--- src/rtl/enc_pb_pkg.sv ---
// enc_pb_pkg: shared types and helpers for the encoder/pushbutton bank.
//   step_t      signed 2-bit quadrature step (-1, 0, +1)
//   qdec_step() x4 quadrature decode of previous/current {B,A}
//   sat_add()   signed add of a step with clamping to a given width
package enc_pb_pkg;

  typedef logic signed [1:0] step_t;

  // Position of a {B,A} pair along the clockwise cycle 00->01->11->10.
  function automatic logic [1:0] qdec_pos(input logic [1:0] ba);
    logic [1:0] pos;
    case (ba)
      2'b00:   pos = 2'd0;
      2'b01:   pos = 2'd1;
      2'b11:   pos = 2'd2;
      default: pos = 2'd3;
    endcase
    return pos;
  endfunction

  // One position forward is +1 and one back is -1. Two positions apart
  // (both bits flipped) is illegal and counts as no movement.
  function automatic step_t qdec_step(input logic [1:0] prev, input logic [1:0] cur);
    logic [1:0] diff;
    step_t      s;
    diff = qdec_pos(cur) - qdec_pos(prev);
    case (diff)
      2'd1:    s = 2'sb01;
      2'd3:    s = 2'sb11;
      default: s = 2'sb00;
    endcase
    return s;
  endfunction

  // a + s clamped to the signed range of a w-bit value (w in 2..31).
  // The result is returned 32 bits wide; the caller truncates to w bits.
  function automatic logic signed [31:0] sat_add(input logic signed [31:0] a,
                                                 input step_t s,
                                                 input int w);
    logic signed [31:0] s_ext;
    logic signed [31:0] sum;
    logic signed [31:0] hi;
    logic signed [31:0] lo;
    s_ext = {{30{s[1]}}, s};
    hi    = (32'sd1 <<< (w - 1)) - 32'sd1;
    lo    = -(32'sd1 <<< (w - 1));
    sum   = a + s_ext;
    if (sum > hi) begin
      sum = hi;
    end else if (sum < lo) begin
      sum = lo;
    end
    return sum;
  endfunction

endpackage

--- src/rtl/deb_bit.sv ---
// deb_bit: single-bit synchroniser followed by a DEB_N-sample debouncer.
//   clk_i   core clock
//   rst_i   asynchronous active-high reset
//   tick_i  shared sample strobe from the top-level prescaler
//   d_i     raw asynchronous input
//   q_o     debounced level (registered)
// All state resets to RST_VAL so an idle input produces no edge at startup.
module deb_bit #(
  parameter int   SYNC_W  = 2,
  parameter int   DEB_N   = 4,
  parameter logic RST_VAL = 1'b0
) (
  input  logic clk_i,
  input  logic rst_i,
  input  logic tick_i,
  input  logic d_i,
  output logic q_o
);

  logic [SYNC_W-1:0] sync_q;
  logic [DEB_N-1:0]  hist_q;
  logic [DEB_N-1:0]  hist_d;
  logic              level_q;
  logic              level_d;

  // The level moves only when every retained sample agrees and differs
  // from the current level, so a glitch shorter than DEB_N ticks is ignored.
  always_comb begin
    hist_d  = hist_q;
    level_d = level_q;
    if (tick_i) begin
      hist_d = {hist_q[DEB_N-2:0], sync_q[SYNC_W-1]};
      if ((hist_d == {DEB_N{hist_d[0]}}) && (hist_d[0] != level_q)) begin
        level_d = hist_d[0];
      end
    end
  end

  always_ff @(posedge clk_i or posedge rst_i) begin
    if (rst_i) begin
      sync_q  <= {SYNC_W{RST_VAL}};
      hist_q  <= {DEB_N{RST_VAL}};
      level_q <= RST_VAL;
    end else begin
      sync_q  <= {sync_q[SYNC_W-2:0], d_i};
      hist_q  <= hist_d;
      level_q <= level_d;
    end
  end

  assign q_o = level_q;

endmodule

--- src/rtl/enc_pb_bank.sv ---
// enc_pb_bank: synchronise/debounce CHANNELS quadrature encoders and
// pushbuttons, accumulate saturating signed detent deltas and latch
// sticky press events for software to read and clear.
//   clk_i    core clock
//   rst_i    asynchronous active-high reset
//   enc_i    raw encoder pins, {B,A} per channel, idle high
//   pb_i     raw pushbuttons, active low
//   sel_i    channel select for reads
//   rd_i     read-and-clear strobe
//   delta_o  signed delta of the channel captured by the last read
//   press_o  press flag of the channel captured by the last read
//   pb_o     debounced button levels, 1 = pressed
//   irq_o    any nonzero counter or any set press flag
//
// Read protocol: rd_i is a single-cycle strobe with no back-pressure.
// At the edge where rd_i is high, delta_o/press_o capture the selected
// channel and that channel restarts from whatever step/edge lands in the
// same cycle. The outputs are valid the cycle after and hold until the
// next strobe. A select beyond the last channel reads 0/0, clears nothing.
module enc_pb_bank
  import enc_pb_pkg::*;
#(
  parameter int CHANNELS = 8,
  parameter int SYNC_W   = 2,
  parameter int DIV      = 50000,
  parameter int DEB_N    = 4,
  parameter int CNT_W    = 8
) (
  input  logic                                              clk_i,
  input  logic                                              rst_i,
  input  logic [2*CHANNELS-1:0]                             enc_i,
  input  logic [CHANNELS-1:0]                               pb_i,
  input  logic [((CHANNELS > 1) ? $clog2(CHANNELS) : 1)-1:0] sel_i,
  input  logic                                              rd_i,
  output logic signed [CNT_W-1:0]                           delta_o,
  output logic                                              press_o,
  output logic [CHANNELS-1:0]                               pb_o,
  output logic                                              irq_o
);

  localparam int DIV_W   = (DIV > 1) ? $clog2(DIV) : 1;
  localparam int PRIME_W = $clog2(DEB_N + 1);

  // ---------------------------------------------------------------------
  // Shared sample prescaler
  // ---------------------------------------------------------------------
  logic [DIV_W-1:0] div_q;
  logic [DIV_W-1:0] div_d;
  logic             tick;

  assign tick  = (div_q == DIV_W'(DIV - 1));
  assign div_d = tick ? '0 : div_q + DIV_W'(1);

  // ---------------------------------------------------------------------
  // Priming: counts the first DEB_N ticks after reset. primed_q lags the
  // count by one cycle so the previous-level registers have caught up with
  // the settled debounced levels before any step or edge is accepted.
  // ---------------------------------------------------------------------
  logic [PRIME_W-1:0] prime_q;
  logic               primed_q;

  always_ff @(posedge clk_i or posedge rst_i) begin
    if (rst_i) begin
      div_q    <= '0;
      prime_q  <= '0;
      primed_q <= 1'b0;
    end else begin
      div_q <= div_d;
      if (tick && (prime_q != PRIME_W'(DEB_N))) begin
        prime_q <= prime_q + PRIME_W'(1);
      end
      primed_q <= (prime_q == PRIME_W'(DEB_N));
    end
  end

  // ---------------------------------------------------------------------
  // Debouncers: encoders rest high, buttons are inverted so that 1 means
  // pressed and the released state resets to 0.
  // ---------------------------------------------------------------------
  logic [2*CHANNELS-1:0] enc_deb;
  logic [CHANNELS-1:0]   pb_deb;

  for (genvar b = 0; b < 2 * CHANNELS; b++) begin : g_enc_deb
    deb_bit #(
      .SYNC_W (SYNC_W),
      .DEB_N  (DEB_N),
      .RST_VAL(1'b1)
    ) u_deb (
      .clk_i (clk_i),
      .rst_i (rst_i),
      .tick_i(tick),
      .d_i   (enc_i[b]),
      .q_o   (enc_deb[b])
    );
  end

  for (genvar c = 0; c < CHANNELS; c++) begin : g_pb_deb
    deb_bit #(
      .SYNC_W (SYNC_W),
      .DEB_N  (DEB_N),
      .RST_VAL(1'b0)
    ) u_deb (
      .clk_i (clk_i),
      .rst_i (rst_i),
      .tick_i(tick),
      .d_i   (~pb_i[c]),
      .q_o   (pb_deb[c])
    );
  end

  // ---------------------------------------------------------------------
  // Decode, counters, press flags and read mux
  // ---------------------------------------------------------------------
  logic [2*CHANNELS-1:0]   enc_prev_q;
  logic [CHANNELS-1:0]     pb_prev_q;
  logic signed [CNT_W-1:0] cnt_q [CHANNELS];
  logic signed [CNT_W-1:0] cnt_d [CHANNELS];
  logic [CHANNELS-1:0]     press_q;
  logic [CHANNELS-1:0]     press_d;
  step_t                   step   [CHANNELS];
  logic [CHANNELS-1:0]     pb_edge;
  logic                    rd_hit;
  logic signed [CNT_W-1:0] rd_delta;
  logic                    rd_press;
  logic signed [CNT_W-1:0] delta_q;
  logic                    press_out_q;
  logic                    irq_c;

  assign rd_hit = (int'(sel_i) < CHANNELS);

  always_comb begin
    for (int ch = 0; ch < CHANNELS; ch++) begin
      step[ch]    = 2'sb00;
      pb_edge[ch] = 1'b0;
      cnt_d[ch]   = cnt_q[ch];
      press_d[ch] = press_q[ch];
      if (primed_q) begin
        step[ch]    = qdec_step(enc_prev_q[2*ch +: 2], enc_deb[2*ch +: 2]);
        pb_edge[ch] = pb_deb[ch] & ~pb_prev_q[ch];
      end
      // A read restarts the window from this cycle's step/edge, so an
      // event coinciding with the read lands in the next window.
      if (rd_i && rd_hit && (int'(sel_i) == ch)) begin
        cnt_d[ch]   = CNT_W'(step[ch]);
        press_d[ch] = pb_edge[ch];
      end else begin
        cnt_d[ch]   = CNT_W'(sat_add(32'(cnt_q[ch]), step[ch], CNT_W));
        press_d[ch] = press_q[ch] | pb_edge[ch];
      end
    end
  end

  always_comb begin
    rd_delta = '0;
    rd_press = 1'b0;
    if (rd_hit) begin
      rd_delta = cnt_q[sel_i];
      rd_press = press_q[sel_i];
    end
  end

  always_ff @(posedge clk_i or posedge rst_i) begin
    if (rst_i) begin
      enc_prev_q  <= '1;
      pb_prev_q   <= '0;
      press_q     <= '0;
      delta_q     <= '0;
      press_out_q <= 1'b0;
      for (int ch = 0; ch < CHANNELS; ch++) begin
        cnt_q[ch] <= '0;
      end
    end else begin
      // Previous levels follow the debouncers even while priming, so the
      // resting position is absorbed without producing a count.
      enc_prev_q <= enc_deb;
      pb_prev_q  <= pb_deb;
      press_q    <= press_d;
      for (int ch = 0; ch < CHANNELS; ch++) begin
        cnt_q[ch] <= cnt_d[ch];
      end
      if (rd_i) begin
        delta_q     <= rd_delta;
        press_out_q <= rd_press;
      end
    end
  end

  always_comb begin
    irq_c = |press_q;
    for (int ch = 0; ch < CHANNELS; ch++) begin
      if (cnt_q[ch] != '0) begin
        irq_c = 1'b1;
      end
    end
  end

  assign delta_o = delta_q;
  assign press_o = press_out_q;
  assign pb_o    = pb_deb;
  assign irq_o   = irq_c;

endmodule

--- config.mk ---
export PLATFORM = sky130hd
export DESIGN_NAME = enc_pb_bank
export DESIGN_NICKNAME = d
export VERILOG_FILES = /design/src/rtl/enc_pb_pkg.sv /design/src/rtl/deb_bit.sv /design/src/rtl/enc_pb_bank.sv
export SDC_FILE = /design/constraint.sdc
export NUM_CORES = 1
export LEC_CHECK = 0
export BUFFER_PORTS_ARGS = -buffer_cell sky130_fd_sc_hd__clkbuf_2
export CELL_PAD_IN_SITES_DETAIL_PLACEMENT = 1
export CELL_PAD_IN_SITES_GLOBAL_PLACEMENT = 1
export CORE_ASPECT_RATIO = 0.75
export CORE_UTILIZATION = 41
export CTS_CLUSTER_SIZE = 10
export DETAILED_ROUTE_END_ITERATION = 16
export PLACE_DENSITY = 0.72
export SLEW_MARGIN = 20
export SYNTH_ARGS = -nofsm -noshare
export SYNTH_HDL_FRONTEND = slang
export SYNTH_SLANG_ARGS = --single-unit
--- constraint.sdc ---
create_clock -name clk_i -period 13.2 [get_ports clk_i]
set_input_delay 1.32 -clock clk_i [delete_from_list [all_inputs] [get_ports clk_i]]
set_output_delay 1.32 -clock clk_i [all_outputs]
set_load 0.01 [all_outputs]
Word-level counts from Yosys, hierarchy flattened
Cells that the tools add are included.
- bits of input ports: 30
- output and inout bits: 18
- register bits after elaboration: 269
- word-level logic and storage cells: 448
- multiplexer cells: 102
- bitwise logic cells: 33
- order comparisons: 18
- reductions and logical operators: 83
- equality and inequality tests: 106
- $add $sub $neg: 18
- operators by type and width (cell ; count):
    2-to-1 mux 8 bit ; 26
    case mux 2 bit (3 select lines) ; 16
    adder 8 x 2 -> 9 bit ; 8
    equality test 3 bit ; 24
    > comparator 9 x 8 -> 1 bit, second input constant ; 8
    < comparator 9 x 8 -> 1 bit, second input constant ; 8
    nonzero test 8 bit ; 8
    equality test 2 x 1 -> 1 bit, second input constant ; 24
    equality test 2 bit, second input constant ; 24
    2-to-1 mux 2 bit ; 24
    AND reduction 2 bit ; 24
    logical AND 1 bit ; 33
    zero test 2 bit ; 16
    case mux 2 bit (2 select lines) ; 8
    2-to-1 mux 1 bit ; 25
    binary-select mux 8 bit (select 3 bit) ; 1
    inequality test 1 bit ; 24
    adder 16 x 1 -> 16 bit, second input constant ; 1
    equality test 16 bit, second input constant ; 1
    2-to-1 mux 16 bit ; 1
    inverter 1 bit ; 16
    subtractor 2 bit ; 8
    equality test 3 bit, second input constant ; 5
    bitwise AND 1 bit ; 8
    other kinds (11) ; 19

Depth between registers and ports, before layout
- depth in word-level cells: 12
- depth in mapped cells: 15

Cells and area by module
Synthesis repeated with hierarchy kept, for this count alone.
- cells, all modules: 1281
- area total of the unflattened synthesis: 14580.2 µm²
- modules (own cells, without submodules) (module ; instances ; cells an instance ; area each (µm²) ; sequential area each (µm²)):
    enc_pb_bank ; 1 ; 969 ; 9235.1 ; 3148.0
    deb_bit at g_enc_deb[0].u_deb ... ; 16 ; 13 ; 225.2 ; 157.7
    deb_bit at g_pb_deb[0].u_deb ... ; 8 ; 13 ; 217.7 ; 150.1

Worst setup path after synthesis
Ideal clock, no wire load.
- path kind: reg-to-reg
- from: register g_enc_deb[8].u_deb.level_q
- to: register cnt_q[24] in the netlist's numbering
- buffers on the path: 0
- arrival: 3.523 ns
- setup slack: 9.552 ns
- cell stages (with the launch flop): 14
- cells stage by stage: dfstp_2 -> inv_1 -> ha_1 -> ha_1 -> xnor2_1 -> or3_1 -> and3_1 -> ha_1 -> a211oi_2 -> o21bai_1 -> a2111o_1 -> o211a_2 -> maj3_2 -> mux2_2
- RTL lines (element ; line ; RTL):
    from (decl) ; deb_bit.sv:23 ; logic level_q;
    from (signal assigned) ; deb_bit.sv:47 ; level_q <= level_d;
    to (signal, indexed assignment) ; enc_pb_bank.sv:179 ; cnt_q[ch] <= cnt_d[ch];
    to (decl) ; enc_pb_bank.sv:116 ; logic signed [CNT_W-1:0] cnt_q [CHANNELS];

==> results by group <==
Synth
  • Async SR Flop Fraction: 100%
  • Top cells by count, synth: 277 x nand2_1, 157 x dfrtp_1, 112 x dfstp_2
  • Top_reg_cell synth: dfrtp_1
  • Post-Syn Nets: 1,544
  • Syn Area/Cell: 10.1 um^2
  • Synth Register Bits: 269
  • Largest area contributor in the netlist: dfrtp_1
  • Most frequent cell after synthesis: nand2_1
  • Top cells by area, synth: dfrtp_1 28%, dfstp_2 21%, ha_1 9.4%
  • Synth unique cells: 71
  • Post-synthesis sequential area ratio: 48.5%
  • Syn Inst Count: 1,399
  • Number of synthesized flops with an enable pin: 0
  • Yosys Warn Count: 0
  • Synth Cell Area: 0.0142 mm^2
  • Top-area cell type share of the netlist area: 27.7%

Setup path
  • Crit-path cells: inv_1 -> ha_1 -> ha_1 -> nand2b_1 -> nor2_1 -> ha_1 -> nor2b_4 -> o31a_1 -> o31a_1 -> or3b_4 -> o311ai_4 -> o21ai_1
  • Crit end category: flop
  • WP data arrival: 4.52 ns
  • Crit start category: flop
  • Cell family with most CP delay: simple AND/OR/NAND/NOR gates
  • Most used cell, CP: ha_1
  • CP Buf/Inv Count: 1
  • Crit path max fanout: 9
  • Worst path required time: 13.64 ns
  • Max incr delay on CP: 0.55 ns
  • CP Class: flop to flop
  • CP max stage cell: dfstp_2

Power
  • Worst VDD drop: 0.0883 mV
  • Logic pwr share: 14.6%
  • Internal Power: 1480 uW
  • Register share of total power: 47.5%
  • Clock power frac: 37.9%
  • Static Leak: 0.00713 uW
  • Switching Power: 585 uW
  • Power per cell area: 132 mW/mm^2
  • Sw frac: 28.3%

Place
  • Final Wtd Congestion: 0.850
  • Port Buffers: 47
  • DPL Wire Length: 24,800 um
  • Pre-CTS setup slack: 9.15 ns
  • Dpl cell area: 0.0148 mm^2

Timing
  • FMAX: 0.246 GHz
  • Setup TNS: 0 ns
  • Worst-Margin Slew: 1.03 ns
  • Skew final: 0.0158 ns
  • Final Hold Viols: 0
  • Relative slew slack: 31.6%
  • Unrepaired setup endpoints after global routing: no
  • Final min period: 4.07 ns
  • Post-layout worst setup margin: 9.13 ns
  • Final Cycle Share: 30.9%
  • Final setup vio count: 0
  • Pins over their slew limit: 0

Job
  • Max cap viols: 0

GRT
  • Gr ovfl total: 0
  • Pin count of the biggest net entering global routing: 145
  • Global-route usage over all layers: 19.9%
  • Initial antenna violation count: 0
  • Vias in the first global route: 10,700
  • First-pass GRT wire length: 56,600 um

Run status
  • Outcome: finished, final reports clean

Detailed routing
  • Final ANT Viol Nets: 0
  • DR pass1 iterations: 4
  • Routed wire length: 34,500 um
  • Drt initial violations: 533
  • Remaining DRCs: 0
  • Vias: 10,500
  • Drt via density: 5.45
  • Avg WL per Cell: 18.0 um

Clocking
  • Num CTS Buffers: 31
  • Root Buffer: clkbuf_16
  • H-Tree Depth: 1
  • Clock-pin slew on the worst setup and hold paths: 0.06 ns
  • TritonCTS clock tree: done
  • PostCTS Resize Cnt: 0
  • CTS Sinks: 269
  • CTS Buffer Depth: 3
  • Post-CTS setup buffers: 0
  • Hold buffer count at CTS: 0
  • Later-pin clock latency in the skew report: 0.58 ns

Layout
  • Share of layout cells above drive strength 1: 15.7%
  • Ant diodes: 0
  • Nets: 1,589
  • Core Util, Final: 46.5%
  • Design Area, Final: 0.0157 mm^2
  • Synth-to-layout area growth: 10.9%

Die
  • # IOs: 48
  • Initial core utilization: 41.9%
  • Die width: 217 um
  • Die area: 0.0353 mm^2
  • Core Box Area: 0.0338 mm^2
  • Die height: 163 um
  • Row cnt: 58

Min path
  • Hold Crit Class: flop to flop
-- sequential cells by signal, indices dropped and copies added, names as in the netlist --
register and flops:
press_o 1, div_q 16, press_q 8, prime_q 3, primed_q 1, g_enc_deb.u_deb.q_o 16, g_pb_deb.u_deb.hist_q 24, g_enc_deb.u_deb.hist_q 48
enc_prev_q 16, g_enc_deb.u_deb.sync_q 32, delta_o 8, pb_prev_q 8, g_pb_deb.u_deb.q_o 8, cnt_q 64, g_pb_deb.u_deb.sync_q 16
-- worst paths after layout --
path                                                  startpoint                               endpoint  cells after the start  slack, ns
max                          g_enc_deb[14].u_deb.q_o$_DFFE_PP1P_                     cnt_q[2]$_DFF_PP0_                     12       9.13
min in group asynchronous                                  rst_i                    cnt_q[44]$_DFF_PP0_                      2       1.01
min reg2reg                g_pb_deb[7].u_deb.sync_q[0]$_DFF_PP0_  g_pb_deb[7].u_deb.sync_q[1]$_DFF_PP0_                      0       0.35
min                        g_pb_deb[7].u_deb.sync_q[0]$_DFF_PP0_  g_pb_deb[7].u_deb.sync_q[1]$_DFF_PP0_                      0       0.35
max in group asynchronous                                  rst_i                    cnt_q[21]$_DFF_PP0_                      3      10.80
max reg2reg                  g_enc_deb[14].u_deb.q_o$_DFFE_PP1P_                     cnt_q[2]$_DFF_PP0_                     12       9.13
-- per-layer routing --
metal | vias to the layer above | track usage [%] | part of all wire (%)
met2 | 142 | 30.8 | 44
met3 | 41 | 3.54 | 4.1
met1 | 5275 | 29.3 | 51
li1 | 5009 | - | -
met4 | 0 | 3.55 | 1.3
met5 | - | 0 | 0
-- kinds of logic after synthesis --
family | synth area share [%]
AOI/OAI and AO/OA | 13.4
muxes | 3.65
xor gates and xnor gates | 3.71
buffers and inverters | 3.17
DFF | 48.5
and+or+nand+nor | 16.7
adders and majority gates | 10.9
-- stage by stage --
stage	std cells	hold slack [ns]	total power [uW]
3_5_place_dp	1861	0.337	1300
2_1_floorplan	1399	0.331	1180
4_1_cts	1919	0.350	2100
5_1_grt	1919	0.351	2170
6_report	1919	0.347	2070
3_3_place_gp	1861	0.333	1280
-- cell usage in the layout, fill, tap and decap left out, drive strengths merged, types with 9 or more instances in the layout --
master  count
mux4       18
dfrtp     157
a21o       15
nor2       88
a211oi     11
clkbuf    103
nor4       19
inv        67
nand2b     14
a41oi      18
o21ai      88
nand3      12
mux2i       9
xor2       22
nand2     277
o21a       17
dfstp     112
a31oi       9
ha        107
nor3       15
nand4      18
or4        26
xnor2      38
a21oi      79
nor2b      27
-- cell type report --
cell class                 count  area, um^2
clock buffer                  56         880
clock inverter                 2        25.0
fill                        3817       18100
inverter                      66         255
multi-input combinational   1025        6860
sequential                   269        6870
tap                          450         563
timing repair buffer          51         265
-- power by group through the flow --
stage	clock network, uW	logic, uW	registers, uW
6_report	784	301	983
5_1_grt	843	341	988
4_1_cts	810	303	983
3_5_place_dp	0	300	996
3_3_place_gp	0	291	993
2_1_floorplan	0	232	951
No activity file was read; power rests on OpenSTA's default activity.
